**src/rtl/muldiv_unit.sv**
```systemverilog
// Iterative 32-cycle multiply/divide unit driving the HI/LO register write port.
// MULT/MULTU use radix-2 shift-add; DIV/DIVU use restoring division on operand magnitudes.
module muldiv_unit #(
  parameter int unsigned WIDTH = 32
) (
  input  logic             clk,
  input  logic             resetn,
  input  logic             start,
  input  logic [1:0]       op,
  input  logic [WIDTH-1:0] src_a,
  input  logic [WIDTH-1:0] src_b,
  input  logic             cancel,
  output logic             busy,
  output logic             done,
  output logic [1:0]       wen,
  output logic [WIDTH-1:0] hi_wdata,
  output logic [WIDTH-1:0] lo_wdata
);

  localparam int unsigned CW = $clog2(WIDTH);
  localparam logic [CW-1:0] LAST = CW'(WIDTH - 1);

  typedef enum logic [1:0] {
    S_IDLE,
    S_CALC,
    S_SIGN,
    S_DONE
  } state_e;

  state_e               state_q, state_d;
  logic [CW-1:0]        cnt_q, cnt_d;
  logic                 div_q, div_d;
  logic                 neg_a_q, neg_a_d;
  logic                 neg_b_q, neg_b_d;
  logic [WIDTH-1:0]     a_q, a_d;
  logic [WIDTH-1:0]     b_q, b_d;
  logic [2*WIDTH-1:0]   acc_q, acc_d;
  logic [WIDTH-1:0]     hi_q, hi_d;
  logic [WIDTH-1:0]     lo_q, lo_d;

  logic                 sgn_in, a_neg_in, b_neg_in;
  logic [WIDTH-1:0]     a_mag_in, b_mag_in;
  logic [WIDTH:0]       mul_sum;
  logic [2*WIDTH-1:0]   mul_next;
  logic [WIDTH:0]       rem_sh;
  logic [WIDTH-1:0]     rem_sub;
  logic                 rem_ge;
  logic [2*WIDTH-1:0]   div_next;
  logic [2*WIDTH-1:0]   prod_neg;
  logic [WIDTH-1:0]     quo, rem;

  assign sgn_in   = ~op[0];
  assign a_neg_in = sgn_in & src_a[WIDTH-1];
  assign b_neg_in = sgn_in & src_b[WIDTH-1];
  assign a_mag_in = a_neg_in ? -src_a : src_a;
  assign b_mag_in = b_neg_in ? -src_b : src_b;

  // Multiply: accumulator low half holds the remaining multiplier bits.
  assign mul_sum  = {1'b0, acc_q[2*WIDTH-1:WIDTH]} + {1'b0, a_q};
  assign mul_next = acc_q[0] ? {mul_sum, acc_q[WIDTH-1:1]}
                             : {1'b0, acc_q[2*WIDTH-1:1]};

  // Divide: low half shifts the dividend out into the remainder, quotient bits in.
  assign rem_sh   = acc_q[2*WIDTH-1:WIDTH-1];
  assign rem_ge   = rem_sh >= {1'b0, b_q};
  assign rem_sub  = rem_sh[WIDTH-1:0] - b_q;
  assign div_next = rem_ge ? {rem_sub, acc_q[WIDTH-2:0], 1'b1}
                           : {rem_sh[WIDTH-1:0], acc_q[WIDTH-2:0], 1'b0};

  assign prod_neg = -acc_q;
  assign quo      = acc_q[WIDTH-1:0];
  assign rem      = acc_q[2*WIDTH-1:WIDTH];

  always_comb begin
    state_d = state_q;
    cnt_d   = cnt_q;
    div_d   = div_q;
    neg_a_d = neg_a_q;
    neg_b_d = neg_b_q;
    a_d     = a_q;
    b_d     = b_q;
    acc_d   = acc_q;
    hi_d    = hi_q;
    lo_d    = lo_q;
    unique case (state_q)
      S_IDLE: begin
        if (start && !cancel) begin
          state_d = S_CALC;
          cnt_d   = '0;
          div_d   = op[1];
          neg_a_d = a_neg_in;
          neg_b_d = b_neg_in;
          a_d     = a_mag_in;
          b_d     = b_mag_in;
          acc_d   = op[1] ? {{WIDTH{1'b0}}, a_mag_in} : {{WIDTH{1'b0}}, b_mag_in};
        end
      end
      S_CALC: begin
        acc_d = div_q ? div_next : mul_next;
        cnt_d = cnt_q + CW'(1);
        if (cnt_q == LAST) state_d = S_SIGN;
      end
      S_SIGN: begin
        state_d = S_DONE;
        if (!div_q) begin
          {hi_d, lo_d} = (neg_a_q ^ neg_b_q) ? prod_neg : acc_q;
        end else if (b_q == '0) begin
          // Divide by zero: hand back the original dividend, all-ones quotient.
          hi_d = neg_a_q ? -a_q : a_q;
          lo_d = '1;
        end else begin
          hi_d = neg_a_q ? -rem : rem;
          lo_d = (neg_a_q ^ neg_b_q) ? -quo : quo;
        end
      end
      S_DONE:  state_d = S_IDLE;
      default: state_d = S_IDLE;
    endcase
    if (cancel) state_d = S_IDLE;
  end

  always_ff @(posedge clk or negedge resetn) begin
    if (!resetn) begin
      state_q <= S_IDLE;
      cnt_q   <= '0;
      div_q   <= 1'b0;
      neg_a_q <= 1'b0;
      neg_b_q <= 1'b0;
      a_q     <= '0;
      b_q     <= '0;
      acc_q   <= '0;
      hi_q    <= '0;
      lo_q    <= '0;
    end else begin
      state_q <= state_d;
      cnt_q   <= cnt_d;
      div_q   <= div_d;
      neg_a_q <= neg_a_d;
      neg_b_q <= neg_b_d;
      a_q     <= a_d;
      b_q     <= b_d;
      acc_q   <= acc_d;
      hi_q    <= hi_d;
      lo_q    <= lo_d;
    end
  end

  assign busy     = (state_q != S_IDLE);
  assign done     = (state_q == S_DONE) && !cancel;
  assign wen      = {2{done}};
  assign hi_wdata = hi_q;
  assign lo_wdata = lo_q;

endmodule

```
**config.mk**
```make
export PLATFORM = sky130hd
export DESIGN_NAME = muldiv_unit
export DESIGN_NICKNAME = d
export VERILOG_FILES = /design/src/rtl/muldiv_unit.sv
export SDC_FILE = /design/constraint.sdc
export NUM_CORES = 1
export LEC_CHECK = 0
export BUFFER_PORTS_ARGS = -buffer_cell sky130_fd_sc_hd__buf_2
export CELL_PAD_IN_SITES_DETAIL_PLACEMENT = 1
export CELL_PAD_IN_SITES_GLOBAL_PLACEMENT = 1
export CORE_ASPECT_RATIO = 1.1
export CORE_MARGIN = 8
export CORE_UTILIZATION = 46
export DETAILED_ROUTE_END_ITERATION = 7
export PLACE_DENSITY_LB_ADDON = 0.1
export SETUP_SLACK_MARGIN = 0.15
export SLEW_MARGIN = 20
export SYNTH_ARGS = -nofsm -noshare
export SYNTH_HDL_FRONTEND = slang
export SYNTH_SLANG_ARGS = --single-unit
```
**constraint.sdc**
```tcl
create_clock -name clk -period 3.95 [get_ports clk]
set_input_delay 0.9875 -clock clk [delete_from_list [all_inputs] [get_ports clk]]
set_output_delay 0.9875 -clock clk [all_outputs]
set_load 0.01 [all_outputs]
```
# [Word level (Yosys, flattened, before mapping)]
# Index checks and enable logic that the tools add are counted.
[totals] ff_bits=202 in_bits=70 output_inout_bits=68 elab_cells=63
[classes] n_addsub=9 order_cmp=1 n_eq_ne=7 n_mux=22 bitwise=4 n_reduce_logical=10
[op_table] op="32-bit 2-to-1 mux" count=10
[op_table] op="64-bit 2-to-1 mux" count=5
[op_table] op="32-bit negation" count=5
[op_table] op="64-bit one-hot mux with 2 select lines" count=1
[op_table] op="64-bit negation" count=1
[op_table] op="32-bit by 32-bit adder with 33-bit output" count=1
[op_table] op="33-bit by 32-bit >= comparator with 1-bit output" count=1
[op_table] op="32-bit zero test" count=1
[op_table] op="32-bit subtractor" count=1
[op_table] op="5-bit one-hot mux with 2 select lines" count=1
[op_table] op="2-bit one-hot mux with 4 select lines" count=1
[op_table] op="2-bit 2-to-1 mux" count=3
[op_table] op="3-bit != test (second input constant)" count=2
[op_table] op="2-bit AND reduction" count=3
[op_table] op="5-bit by 1-bit adder with 5-bit output (second input constant)" count=1
[op_table] op="5-bit equality test (second input constant)" count=1
[op_table] op="5-bit 2-to-1 mux" count=1
[op_table] op="2-bit equality test (second input constant)" count=2
[op_table] op="2-bit nonzero test" count=2
[op_table] op="1-bit bitwise AND" count=2
[op_table] op="2-bit by 1-bit equality test with 1-bit output (second input constant)" count=1
[op_table] op="1-bit logical AND" count=2
[op_table] op="2-bit zero test" count=1
[op_table] op="2-bit != test (second input constant)" count=1
[op_table] op="3 further kinds" count=3

# [Longest topological paths before layout]
[logic_depth] depth_word=6 depth_mapped=14 mapped_depth_nobuf=13

# [Least setup slack after synthesis]
# No wires, ideal clock.
[synth_path] path_kind="input to register" startpoint="input port src_a[7]" endpoint="register acc_q[29]" setup_ns=0.137 arrival_ns=3.087 t_required_ns=3.813 slack_ns=0.726 stages=10 n_path_buf=1 cell_sequence="or4_1 or4_1 clkbuf_1 nor3_2 nand3b_1 o41ai_2 xor2_1 nand2_1 a21oi_1 a21oi_1"
[synth_via] elab_chain_len=5
[synth_rtl] element="start, declared" line_no="10" rtl="input logic [WIDTH-1:0] src_a,"
[synth_rtl] element="32-bit negation" line_no="55" rtl="assign a_mag_in = a_neg_in ? -src_a : src_a;"
[synth_rtl] element="32-bit 2-to-1 mux" line_no="55"
[synth_rtl] element="32-bit 2-to-1 mux" line_no="95" rtl="acc_d = op[1] ? {{WIDTH{1'b0}}, a_mag_in} : {{WIDTH{1'b0}}, b_mag_in};"
[synth_rtl] element="64-bit 2-to-1 mux" line_no="87" rtl="if (start && !cancel) begin"
[synth_rtl] element="64-bit one-hot mux with 2 select lines" line_no="85" rtl="unique case (state_q)"
[synth_rtl] element="end signal, assigned" line_no="131" rtl="acc_q <= '0;"
[synth_rtl] element="end signal, assigned" line_no="142" rtl="acc_q <= acc_d;"
[synth_rtl] element="end, declared" line_no="37" rtl="logic [2*WIDTH-1:0] acc_q, acc_d;"
# No other way between the ends. The select of a mux whose other input is x is not followed.
# A chain may end at the register's enable or synchronous reset.

# [Worst setup path after layout]
[layout_path] startpoint="register acc_q[27]" endpoint="register hi_q[25] (netlist: hi_wdata[25])"
[layout_via] elab_chain_len=3
[layout_rtl] element="64-bit negation" line_no="70" rtl="assign prod_neg = -acc_q;"
[layout_rtl] element="64-bit 2-to-1 mux" line_no="106" rtl="{hi_d, lo_d} = (neg_a_q ^ neg_b_q) ? prod_neg : acc_q;"
[layout_rtl] element="32-bit 2-to-1 mux" line_no="105" rtl="if (!div_q) begin"
[layout_rtl] element="end signal, assigned" line_no="143" rtl="hi_q <= hi_d;"
[layout_rtl] element="end, declared" line_no="38" rtl="logic [WIDTH-1:0] hi_q, hi_d;"
# No other way between the ends.

==> flow_metrics.env <==
export IMPL_status="finished clean"
export IMPL_die_h_um=220.2
export IMPL_clock_path_buffers=3
export IMPL_ys_seq_area_frac=0.2900
export IMPL_yosys_most_used_dff="dfrtp_1"
export IMPL_top_layer="met4"
export IMPL_grt_max_degree=133
export IMPL_cts_tree="done"
export IMPL_crit_path_cell_trace="or4_1 > nor4_1 > nand4b_1 > or2_1 > o31ai_2 > xor2_1 > nor2_1 > a21oi_1 > a21oi_1"
export IMPL_path_max_fanout=10
export IMPL_holdWs_ns=0.4469
export IMPL_cpMostUsedCell="a21oi_1"
export IMPL_layout_drive_gt1_share=0.1414
export IMPL_relSlewSlack=0.3823
export IMPL_dp_slack_ns=0.2584
export IMPL_via_per_inst=6.224
export IMPL_synth_compound_area_share=0.2502
export IMPL_synthArstFlopShare=1.000
export IMPL_synth_top_cell_area_share=0.2900
export IMPL_io_buffers=137
export IMPL_netlist_area_mm2=0.01743
export IMPL_totalPowerFinal_uw=18700
export IMPL_synth_commonest_cells="nand2_1, dfrtp_1, o21ai_0"
export IMPL_worstSetupStartpoint="acc_q[27]$_DFFE_PN0P_"
export IMPL_yosys_area_share_simple=0.1894
export IMPL_power_density_mw_per_mm2=949.6
export IMPL_synth_nets=2351
export IMPL_cpMaxStageDelayCell="or4_1"
export IMPL_grt_pass1_vias=18420
export IMPL_maxCapViolations=0
export IMPL_syn2layout_area_growth_pct=12.97
export IMPL_syn_avg_cell_area_um2=7.909
export IMPL_setup_violations=0
export IMPL_ioPinCount=138
export IMPL_finalCriticalPeriod_ns=3.504
export IMPL_place_hpwl_um=54070
export IMPL_htreeDepth=1
export IMPL_root_buffer="clkbuf_16"
export IMPL_period_share=0.8871
export IMPL_num_antenna_cells=0
export IMPL_slew_violations=0
export IMPL_setup_tns_ns=0
export IMPL_yosysTopAreaCell="dfrtp_1"
export IMPL_grt_overflow_total=0
export IMPL_clock_sinks=202
export IMPL_cts_setup_buffers=0
export IMPL_grt_pass1_wl_um=107600
export IMPL_cts_resized=0
export IMPL_max_stage_delay_ns=0.70
export IMPL_routed_wl_um=69840
export IMPL_cp_end_kind="flip-flop"
export IMPL_synth_cells=2204
export IMPL_synth_xor_area_frac=0.1146
export IMPL_cp_start_kind="flip-flop"
export IMPL_cts_hold_buf=0
export IMPL_vdd_drop_max_mv=0.4824
export IMPL_yosysMostFrequentCell="nand2_1"
export IMPL_met3RoutedLength_um=3812
export IMPL_synthTopCellsByArea="dfrtp_1, xnor2_1, o21ai_0, a21oi_1, nand2_1"
export IMPL_multiInputGateArea_mm2=0.01151
export IMPL_r2r_start="acc_q[27]$_DFFE_PN0P_"
export IMPL_detail_route_wl_per_cell_um=24.83
export IMPL_crit_required_ns=4.38
export IMPL_fmax_mhz=285.4
export IMPL_clk_pin_slew_ns=0.06
export IMPL_drt_pass1_iter_count=5
export IMPL_synth_fa_ha_area_frac=0.05613
export IMPL_die_area_mm2=0.04438
export IMPL_clock_skew_ns=0.01726
export IMPL_synth_edff_count=0
export IMPL_leakage_uw=0.008531
export IMPL_cts_buffers=25
export IMPL_dieWidth_um=201.6
export IMPL_final_critical_path_setup_slack_ns=0.4460
export IMPL_ys_types=90
export IMPL_synth_ff_latch_count=202
export IMPL_antenna_left=0
export IMPL_start_util=0.4621
export IMPL_hp_class="in2async"
export IMPL_drtIter0Drc=1192
export IMPL_grt_usage=0.3081
export IMPL_rsz0062_at_grt="false"
export IMPL_synth_top_family_by_area="compound AO/OA/AOI/OAI gates"
export IMPL_rows=75
export IMPL_ys_warn_count=0
export IMPL_setup_worst_path_class="reg2reg"
export IMPL_worst_slew_pin_slew_ns=0.9266
export IMPL_clock_latency_ns=0.56
export IMPL_met1Wirelength_um=28310
export IMPL_critPathArrivalTime_ns=3.93
export IMPL_fill_cells=4711
export IMPL_core_mm2=0.03772
export IMPL_final_nets=2440
export IMPL_synthMuxAreaShare=0.04580
export IMPL_utilization=0.5220
export IMPL_finalHoldViolations=0
export IMPL_gp_routability_congestion=0.9576
export IMPL_antenna_found_initial=0
export IMPL_remaining_drc_errors=0
export IMPL_route_met2_wl_um=33840
export IMPL_vias=17500
export IMPL_regArea_mm2=0.005060
==> flip-flops by register name (all words and copies together) (netlist names) <==
signal and count:
div_q 1, acc_q 64, a_q 32, neg_a_q 1
state_q 2, b_q 32, lo_wdata 32, cnt_q 5
neg_b_q 1, hi_wdata 32
==> per-layer routing <==
| layer | GRT usage | vias up |
|---|---|---|
| met4 | 0.1635 | 0 |
| met5 | 0 | - |
| met3 | 0.03675 | 180 |
| li1 | - | 8042 |
| met2 | 0.5309 | 536 |
| met1 | 0.3763 | 8743 |
==> cell type report <==
| cell class | count | share of cell area |
|---|---|---|
| Tap cell | 500 | 0.03177 |
| Timing Repair Buffer | 214 | 0.06716 |
| Multi-Input combinational cell | 1762 | 0.5847 |
| Sequential cell | 202 | 0.2570 |
| Clock buffer | 34 | 0.03603 |
| Inverter | 88 | 0.01677 |
| Clock inverter | 12 | 0.006608 |
==> worst max-delay path: cells and delay by family (launching register included) <==
family,cells,cell delay (ns)
flops,1,0.49
simple gates,5,2.02
compound gates,3,0.69
xor+xnor,1,0.17
==> cell families (layout without fill, tap and decap cells) <==
group | Yosys count | after routing
simple gates | 690 | 690
compound gates | 690 | 690
buf+inv | 240 | 348
mux | 77 | 77
fa+ha+maj | 77 | 77
xor+xnor | 228 | 228
flops | 202 | 202
==> power breakdown <==
| group | leakage [µW] | total (µW) | internal (µW) | switching [µW] |
|---|---|---|---|---|
| Combinational | 0.00566 | 11900 | 4650 | 7230 |
| Sequential | 0.00246 | 4410 | 2980 | 1430 |
| Clock | 0.000411 | 2400 | 1400 | 1010 |
| Total | 0.00853 | 18700 | 9020 | 9670 |
==> cells in the final DEF, fill, tap and decap left out, types with 13 or more instances in the layout <==
| cell | n |
|---|---|
| nor4_1 | 26 |
| nand2_1 | 251 |
| or3_1 | 15 |
| a22o_1 | 13 |
| a211oi_1 | 24 |
| nor2_1 | 196 |
| o21ai_0 | 199 |
| clkbuf_16 | 25 |
| buf_2 | 136 |
| or2_2 | 15 |
| inv_1 | 85 |
| nor3_1 | 32 |
| nor2b_1 | 19 |
| a21oi_1 | 194 |
| mux2i_1 | 64 |
| nand4_1 | 14 |
| dfrtp_1 | 200 |
| nand2b_1 | 24 |
| nand3_1 | 24 |
| xor2_1 | 95 |
| a31oi_1 | 27 |
| o21a_1 | 16 |
| a21o_1 | 31 |
| or4_1 | 20 |
| buf_4 | 73 |
| xnor2_1 | 131 |
| o31ai_1 | 33 |
| o211ai_1 | 44 |
| ha_1 | 74 |
==> stage by stage <==
stage | cells | cell area [µm²]
4_1_cts | 2812 | 19680
5_1_grt | 2812 | 19690
3_3_place_gp | 2766 | 18840
6_report | 2812 | 19690
2_1_floorplan | 2204 | 17430
3_5_place_dp | 2766 | 18840
==> worst paths after layout <==
kind / end / slack (ns) / cells after the start
max reg2reg: hi_wdata[25]$_DFFE_PN0N_ / 0.45 / 9
min: acc_q[39]$_DFFE_PN0P_ / 0.45 / 1
max: hi_wdata[25]$_DFFE_PN0N_ / 0.45 / 9
min in group clk: hi_wdata[24]$_DFFE_PN0N_ / 0.47 / 1
max in group asynchronous: b_q[28]$_DFFE_PN0P_ / 2.48 / 2
min reg2reg: hi_wdata[24]$_DFFE_PN0N_ / 0.47 / 1
Power figures use the tool's default switching activity.
